--- config.mk ---
export PLATFORM = sky130hd
export DESIGN_NAME = mem_stage
export DESIGN_NICKNAME = d
export VERILOG_FILES = /design/src/rtl/mem_stage.sv
export SDC_FILE = /design/constraint.sdc
export NUM_CORES = 1
export LEC_CHECK = 0
export BUFFER_PORTS_ARGS = -buffer_cell sky130_fd_sc_hd__clkbuf_2
export CAP_MARGIN = 15
export CORE_AREA = 5 5 163 165
export CTS_CLUSTER_SIZE = 10
export DETAILED_ROUTE_END_ITERATION = 6
export DIE_AREA = 0 0 168 170
export PLACE_DENSITY = 0.66
export SKIP_CTS_REPAIR_TIMING = 1
export SYNTH_ARGS = -nofsm -noshare
export SYNTH_HDL_FRONTEND = slang
export SYNTH_SLANG_ARGS = --single-unit
--- constraint.sdc ---
create_clock -name clk -period 2.2 [get_ports clk]
set_input_delay 0.11 -clock clk [delete_from_list [all_inputs] [get_ports clk]]
set_output_delay 0.11 -clock clk [all_outputs]
set_load 0.02 [all_outputs]
--- src/rtl/mem_stage.sv ---
// rtl/mem_stage.sv - MEM pipeline stage: branch resolve, req/gnt/rvalid data port, MEM/WB register.
// Optional feature macro: MEM_MISALIGN_TRAP_EN (misaligned accesses retire without a request).
module mem_stage #(
  parameter int TIMEOUT_CYCLES = 64
) (
  input  logic        clk,
  input  logic        rst,
  input  logic        valid_i,
  input  logic [31:0] pc_i,
  input  logic [31:0] pc_plus_4_i,
  input  logic [31:0] ex_result_i,
  input  logic        zero_flag_i,
  input  logic [31:0] reg2_data_i,
  input  logic [31:0] immediate_i,
  input  logic [4:0]  rd_addr_i,
  input  logic [2:0]  funct3_i,
  input  logic        mem_read_i,
  input  logic        mem_write_i,
  input  logic        branch_ctrl_i,
  input  logic        reg_write_i,
  input  logic [1:0]  mem_to_reg_i,
  output logic        stall_o,
  output logic        branch_taken_o,
  output logic [31:0] branch_target_o,
  output logic        dmem_req_o,
  output logic        dmem_we_o,
  output logic [31:0] dmem_addr_o,
  output logic [31:0] dmem_wdata_o,
  output logic [3:0]  dmem_be_o,
  input  logic        dmem_gnt_i,
  input  logic        dmem_rvalid_i,
  input  logic [31:0] dmem_rdata_i,
  output logic        wb_valid_o,
  output logic        wb_reg_write_o,
  output logic [31:0] wb_pc_plus_4_o,
  output logic [31:0] wb_alu_result_o,
  output logic [31:0] wb_mem_data_o,
  output logic [4:0]  wb_rd_addr_o,
  output logic [1:0]  wb_mem_to_reg_o,
  output logic        bus_err_o
`ifdef MEM_MISALIGN_TRAP_EN
  ,output logic       misalign_o
`endif
);

  localparam int CW = $clog2(TIMEOUT_CYCLES + 1);

  typedef enum logic [1:0] {S_IDLE, S_REQ, S_RESP} state_e;

  state_e        state_q;
  logic [CW-1:0] cnt_q;
  logic [1:0]    lo_q;
  logic [2:0]    f3_q;

  logic        mem_op, misal, acc, cnt_last;
  logic        done, abort, load_done, req;
  logic        cond;
  logic [31:0] load_data;
  logic [7:0]  ld_byte;
  logic [15:0] ld_half;

  assign mem_op = valid_i & (mem_read_i | mem_write_i);

`ifdef MEM_MISALIGN_TRAP_EN
  assign misal = mem_op & (((funct3_i[1:0] == 2'b01) & ex_result_i[0]) |
                           ((funct3_i[1:0] == 2'b10) & (ex_result_i[1:0] != 2'b00)));
`else
  assign misal = 1'b0;
`endif

  assign acc      = mem_op & ~misal;
  assign cnt_last = (cnt_q == CW'(TIMEOUT_CYCLES - 1));

  // Completion decision for the current cycle; done releases the stall.
  always_comb begin
    req       = 1'b0;
    done      = misal;
    abort     = 1'b0;
    load_done = 1'b0;
    case (state_q)
      S_IDLE: begin
        if (acc) begin
          req = 1'b1;
          if (dmem_gnt_i & mem_write_i) done = 1'b1;
        end
      end
      S_REQ: begin
        if (acc) begin
          req = 1'b1;
          if (dmem_gnt_i & mem_write_i) begin
            done = 1'b1;
          end else if (!dmem_gnt_i && cnt_last) begin
            done  = 1'b1;
            abort = 1'b1;
          end
        end
      end
      S_RESP: begin
        if (acc) begin
          if (dmem_rvalid_i) begin
            done      = 1'b1;
            load_done = 1'b1;
          end else if (cnt_last) begin
            done  = 1'b1;
            abort = 1'b1;
          end
        end
      end
      default: ;
    endcase
  end

  assign stall_o     = mem_op & ~done;
  assign dmem_req_o  = req;
  assign dmem_we_o   = req & mem_write_i;
  assign dmem_addr_o = {ex_result_i[31:2], 2'b00};

  always_comb begin
    dmem_be_o    = 4'b1111;
    dmem_wdata_o = reg2_data_i;
    case (funct3_i[1:0])
      2'b00: begin
        dmem_be_o    = 4'b0001 << ex_result_i[1:0];
        dmem_wdata_o = {4{reg2_data_i[7:0]}};
      end
      2'b01: begin
        dmem_be_o    = 4'b0011 << {ex_result_i[1], 1'b0};
        dmem_wdata_o = {2{reg2_data_i[15:0]}};
      end
      default: ;
    endcase
  end

  // Lane selection uses the offset and size captured at grant time.
  always_comb begin
    case (lo_q)
      2'd0:    ld_byte = dmem_rdata_i[7:0];
      2'd1:    ld_byte = dmem_rdata_i[15:8];
      2'd2:    ld_byte = dmem_rdata_i[23:16];
      default: ld_byte = dmem_rdata_i[31:24];
    endcase
    ld_half = lo_q[1] ? dmem_rdata_i[31:16] : dmem_rdata_i[15:0];
    case (f3_q)
      3'b000:  load_data = {{24{ld_byte[7]}}, ld_byte};
      3'b001:  load_data = {{16{ld_half[15]}}, ld_half};
      3'b100:  load_data = {24'd0, ld_byte};
      3'b101:  load_data = {16'd0, ld_half};
      default: load_data = dmem_rdata_i;
    endcase
  end

  always_comb begin
    case (funct3_i)
      3'b000:          cond = zero_flag_i;
      3'b001:          cond = ~zero_flag_i;
      3'b100, 3'b110:  cond = ex_result_i[0];
      3'b101, 3'b111:  cond = ~ex_result_i[0];
      default:         cond = 1'b0;
    endcase
  end

  assign branch_taken_o  = valid_i & branch_ctrl_i & cond;
  assign branch_target_o = pc_i + immediate_i;

  always_ff @(posedge clk) begin
    if (rst) begin
      state_q <= S_IDLE;
      cnt_q   <= '0;
      lo_q    <= 2'b00;
      f3_q    <= 3'b000;
    end else begin
      case (state_q)
        S_IDLE: begin
          if (acc && !done) begin
            cnt_q <= '0;
            if (dmem_gnt_i) begin
              state_q <= S_RESP;
              lo_q    <= ex_result_i[1:0];
              f3_q    <= funct3_i;
            end else begin
              state_q <= S_REQ;
            end
          end
        end
        S_REQ: begin
          if (!acc || done) begin
            state_q <= S_IDLE;
          end else if (dmem_gnt_i) begin
            state_q <= S_RESP;
            cnt_q   <= '0;
            lo_q    <= ex_result_i[1:0];
            f3_q    <= funct3_i;
          end else begin
            cnt_q <= cnt_q + CW'(1);
          end
        end
        S_RESP: begin
          if (!acc || done) state_q <= S_IDLE;
          else              cnt_q   <= cnt_q + CW'(1);
        end
        default: state_q <= S_IDLE;
      endcase
    end
  end

  always_ff @(posedge clk) begin
    if (rst) begin
      wb_valid_o      <= 1'b0;
      wb_reg_write_o  <= 1'b0;
      wb_pc_plus_4_o  <= '0;
      wb_alu_result_o <= '0;
      wb_mem_data_o   <= '0;
      wb_rd_addr_o    <= '0;
      wb_mem_to_reg_o <= '0;
      bus_err_o       <= 1'b0;
`ifdef MEM_MISALIGN_TRAP_EN
      misalign_o      <= 1'b0;
`endif
    end else begin
      bus_err_o <= abort;
`ifdef MEM_MISALIGN_TRAP_EN
      misalign_o <= misal;
`endif
      if (!stall_o) begin
        wb_valid_o      <= valid_i;
        wb_reg_write_o  <= valid_i & reg_write_i & ~abort & ~misal;
        wb_pc_plus_4_o  <= pc_plus_4_i;
        wb_alu_result_o <= ex_result_i;
        wb_mem_data_o   <= load_done ? load_data : 32'd0;
        wb_rd_addr_o    <= rd_addr_i;
        wb_mem_to_reg_o <= mem_to_reg_i;
      end else begin
        wb_valid_o     <= 1'b0;
        wb_reg_write_o <= 1'b0;
      end
    end
  end

endmodule

* Word level (Yosys, flattened, before mapping) *
Index checks and enable logic that the tools add are counted.
Widths: inputs -> output; s select.

storage, ports and cells
  flip-flop bits (word level) = 120
  input bits = 212
  output and inout bits = 210

operators by class
  add/sub/neg operators = 2
  equality and inequality tests = 19
  shift-type cells = 2
  multiplexer cells = 45
  bitwise gates (word level) = 13
  reduce and logical (&&, ||, !) cells = 20

operators by type and width
  cell                 count
  $pmux 32 s4          1
  $pmux 32 s2          1
  $add 32x32->32       1
  $mux 32              1
  $mux 7               4
  $pmux 8 s3           1
  $pmux 7 s3           1
  $eq 3x3->1 const B   6
  $mux 1               17
  $mux 16              1
  $mux 2               8
  $mux 3               3
  $and 1x1->1          8
  $ne 2x2->1 const B   4
  $pmux 4 s2           1
  $reduce_or 2->1      4
  $add 7x1->7 const B  1
  $eq 7x6->1 const B   1
  $eq 2x1->1 const B   3
  $eq 3x1->1 const B   2
  $logic_not 2->1      3
  $logic_not 3->1      2
  $pmux 2 s3           1
  $pmux 3 s2           1
  17 further kinds     25

* Logic depth before layout (Yosys ltp) *
  depth after elaboration = 10
  depth in mapped cells = 11
  depth with buffers taken out = 11

* Worst setup path after synthesis *
OpenSTA, ideal clock, no wires.

  kind = input to output
  from = input port pc_i[0]
  to = output port branch_target_o[30]
  arrival time = 2289 ps
  required time = 2090 ps
  path slack = -199 ps
  stages = 9
  buffers on the path = 0
  cell sequence = ha_1 -> fa_1 -> a211oi_1 -> nor4b_1 -> nor2_1 -> a21oi_1 -> o21ai_1 -> a21oi_1 -> a311oi_1

on the way
  word-level cells in the longest chain between the ends = 1

ends and longest elaborated chain
  what             RTL line  text
  start, declared  9         input logic [31:0] pc_i,
  $add 32x32->32   163       assign branch_target_o = pc_i + immediate_i;
  end, declared    24        output logic [31:0] branch_target_o,

No other way between the ends.

* Final worst setup path *
  from = input port immediate_i[0]
  to = output port branch_target_o[20]

on the way
  word-level cells in the longest chain between the ends = 1

ends and longest elaborated chain
  what             RTL line  text
  start, declared  14        input logic [31:0] immediate_i,
  $add 32x32->32   163

No other way between the ends.

==> results.toml <==
[timing]
slew_headroom_pct = 57.4
fin_crit_ns = 2.60
worstMarginPinSlew_ns = 0.639
timing.fmax_mhz = 384
slew_viol_final = 0
period_share_pct = 118
setup-violations-final = 33
fin_worst_skew_ns = 0.0157
fin_ws_ns = -0.401
rsz0062_at_grt = "true"
hold_violations = 0

[synthesis]
synth_edf_count = 0
synth-seq-cells = 120
ys_top_cells_by_area = "dfxtp_1 (33%), nand2_1 (11%), a21oi_1 (10%)"
synth_top_family_by_area = "compound AO/OA/AOI/OAI gates"
synthAdderAreaFrac_pct = 6.47
synth_top_area_cell = "dfxtp_1"
async_reset_ff_share_pct = 0
ys.flop_type = "dfxtp_1"
synth_compound_area_share_pct = 23.3
ys_types = 62
syn_avg_cell_area_um2 = 7.49
syn_area_um2 = 7270
netlist.area_leader.share_pct = 33.0
yosys-top-cells-count = "nand2_1 (217), a21oi_1 (151), dfxtp_1 (120), nor2_1 (57), o21ai_0 (43)"
synthMuxAreaShare_pct = 4.87
yosysWarnings = 0
yosysSeqAreaShare_pct = 33.0
synth-xor-area-share_pct = 3.49
yosysMostFrequentCell = "nand2_1"
syn_inst = 971
yosys.area_share.simple_pct = 20.5

[floorplan]
die_x_um = 168
rows = 58
ios = 422
core_area_um2 = 24900
die_height_um = 170
start_util_pct = 29.2
die_area_um2 = 28600

[place]
gp_congestion = 0.930
port_buffers = 419
dp_hpwl_mm = 21.5
dpl_cell_area_um2 = 10200

[power]
ir_worst_vdd_v = 0.000361
pwr-share-seq_pct = 29.3
power_density_nw_per_um2 = 643
p_clk_share_pct = 35.5
swShare_pct = 34.9
comb_power_share_pct = 35.2
power_mw = 8.08
internal-power_mw = 5.26
p_leak_nw = 5.88
p_switching_mw = 2.82

[cells_and_area]
finalInstanceArea_um2 = 12600
final_nets = 1773
drive_above_1_share_pct = 46.3
areaGrowthSynthToFinish_pct = 72.7

[clocking]
clk_pin_slew_ns = 0.06
cts_buffers = 17
clock_path_buffers = 2
cts_tree = "built"
clock_latency_ns = 0.41
h-tree-depth = 4
clk_root_buffer_cell = "clkbuf_16"
cts.sinks = 120

[global_routing]
grt_use_met2_pct = 31.3
busiest_layer = "met2"
gr-usage-all-layers_pct = 17.4
grt_util_met3_pct = 3.58
antenna_found_initial = 1
use_met1_pct = 20.4
first_global_vias = 8296
grt_pass1_wl_mm = 41.2
grt_overflow = 0
grt_max_degree = 53

[worst_setup_path]
critPathLaunchType = "input pin"
r2r_setup_slack_ns = -0.17
worstSetupPathType = "input pin to output port"
critPathCaptureType = "output port"
critical_path.endpoint = "branch_target_o[20]"
timing.rr.start = "state_q[0]$_SDFFE_PP0P_"
r2r_end = "wb_mem_data_o[19]$_SDFFE_PP0N_"
crit_start = "immediate_i[0]"
reg2reg_depth = 13
crit_arrival_ns = 2.49
crit_fanout = 3
crit_required_ns = 2.09

[detailed_routing]
drt-total-wl_mm = 29.8
ant_nets = 0
wire_per_inst_um = 15.9
drc = 0
drt_iter0_markers = 430
first_pass_iters = 5
vias_per_cell = 4.90
vias = 9153

[min_path]
hold_path_class = "input pin to flop"
hold_start = "dmem_rdata_i[29]"

[flow_run]
max_cap_violations = 0

[outcome]
outcome = "complete, but fails checks"
violations = "negative setup slack"
power groups by stage:
stage	Sequential [mW]	Combinational [mW]	Clock (mW)
after detailed placement	2.41	2.38	0
after floorplan	2.54	1.27	0
after CTS	2.36	2.39	2.98
after global placement	2.41	2.36	0
after global routing	2.38	3.06	3.07
final	2.37	2.84	2.87
flip-flops by register name, indices dropped and copies added, names as in the netlist:
signal / cells
bus_err_o: 1
cnt_q: 7
f3_q: 3
lo_q: 2
state_q: 2
wb_alu_result_o: 32
wb_mem_data_o: 32
wb_mem_to_reg_o: 2
wb_pc_plus_4_o: 32
wb_rd_addr_o: 5
wb_reg_write_o: 1
wb_valid_o: 1
how the worst min path moves through the flow:
stage	to	slack [ns]	cells past startpoint
floorplan	wb_alu_result_o[0]$_SDFFE_PP0N_	0.25	2
global placement	wb_rd_addr_o[3]$_SDFFE_PP0N_	0.34	3
detailed placement	wb_pc_plus_4_o[16]$_SDFFE_PP0N_	0.35	3
CTS	wb_pc_plus_4_o[5]$_SDFFE_PP0N_	-0.1	3
global route	wb_mem_data_o[29]$_SDFFE_PP0N_	0.002	3
finish	wb_mem_data_o[29]$_SDFFE_PP0N_	0.003	3
stage by stage:
step           setup slack, ns  TNS (ns)  std cells  util, %  hold WS, ns
2_1_floorplan          0.00419         0        972        -        0.250
3_5_place_dp            -0.462    -12.49       1732     40.8        0.346
4_1_cts                 -0.538    -17.13       1764     43.2      -0.0967
5_1_grt                 -0.488     -8.16       1867     50.5      0.00205
6_report                -0.401     -3.79       1868     50.5      0.00269
3_3_place_gp            -0.445    -10.91       1732     40.8        0.339
per-layer routing:
metal | vias to the layer above | wire (um)
li1 | 4453 | -
met3 | 56 | 2010
met1 | 4253 | 11600
met4 | 0 | 920
met2 | 391 | 15200
met5 | - | 0
worst max-delay path: stages:
cell and delay [ns]:
buf_6 0.10, ha_4 0.15, fa_2 0.37, a211oi_4 0.27, nor4b_2 0.08, nor2_2 0.19
and3_4 0.23, nor4b_4 0.05, o41a_1 0.46, nor2_2 0.16, xnor2_2 0.14, buf_4 0.17
cell usage in the layout, fill, tap and decap left out, types with 7 or more instances in the layout:
cell type      netlist  routed
a21o_1               9       9
a21oi_1            151     133
a21oi_2              0      16
a31oi_1             15      14
and3_1              14      11
buf_4               40     115
buf_6                1      23
clkbuf_16            0      19
clkbuf_2             0     397
dfxtp_1            120     116
dlygate4sd3_1        0      76
ha_1                36      22
ha_4                 0      14
inv_1               21      17
mux2_2              17      17
mux2i_1             14      14
nand2_1            217     214
nand3_1             16      14
nor2_1              57      47
nor2_2               0      10
nor3_1              18      17
o211ai_1             9       9
o21ai_0             43      30
o21ai_2              2      16
o221ai_1             7       7
xnor2_1             23      20
layout make-up:
type | count | area (um2)
sequential | 120 | 2410
multi-input combinational | 738 | 4930
fill | 2292 | 12300
antenna | 1 | 2.50
clock buffer | 18 | 429
tap | 330 | 413
inverter | 22 | 98.8
timing repair buffer | 625 | 4110
clock inverter | 14 | 161
cells by family after synthesis:
kind of cell             Yosys count
AND/OR/NAND/NOR                  351
AO/OA/AOI/OAI                    287
flip-flops                       120
buffers and inverters            114
adder cells (fa/ha/maj)           37
multiplexers                      32
XOR/XNOR                          29
other                              1
Power figures use the tool's default switching activity.
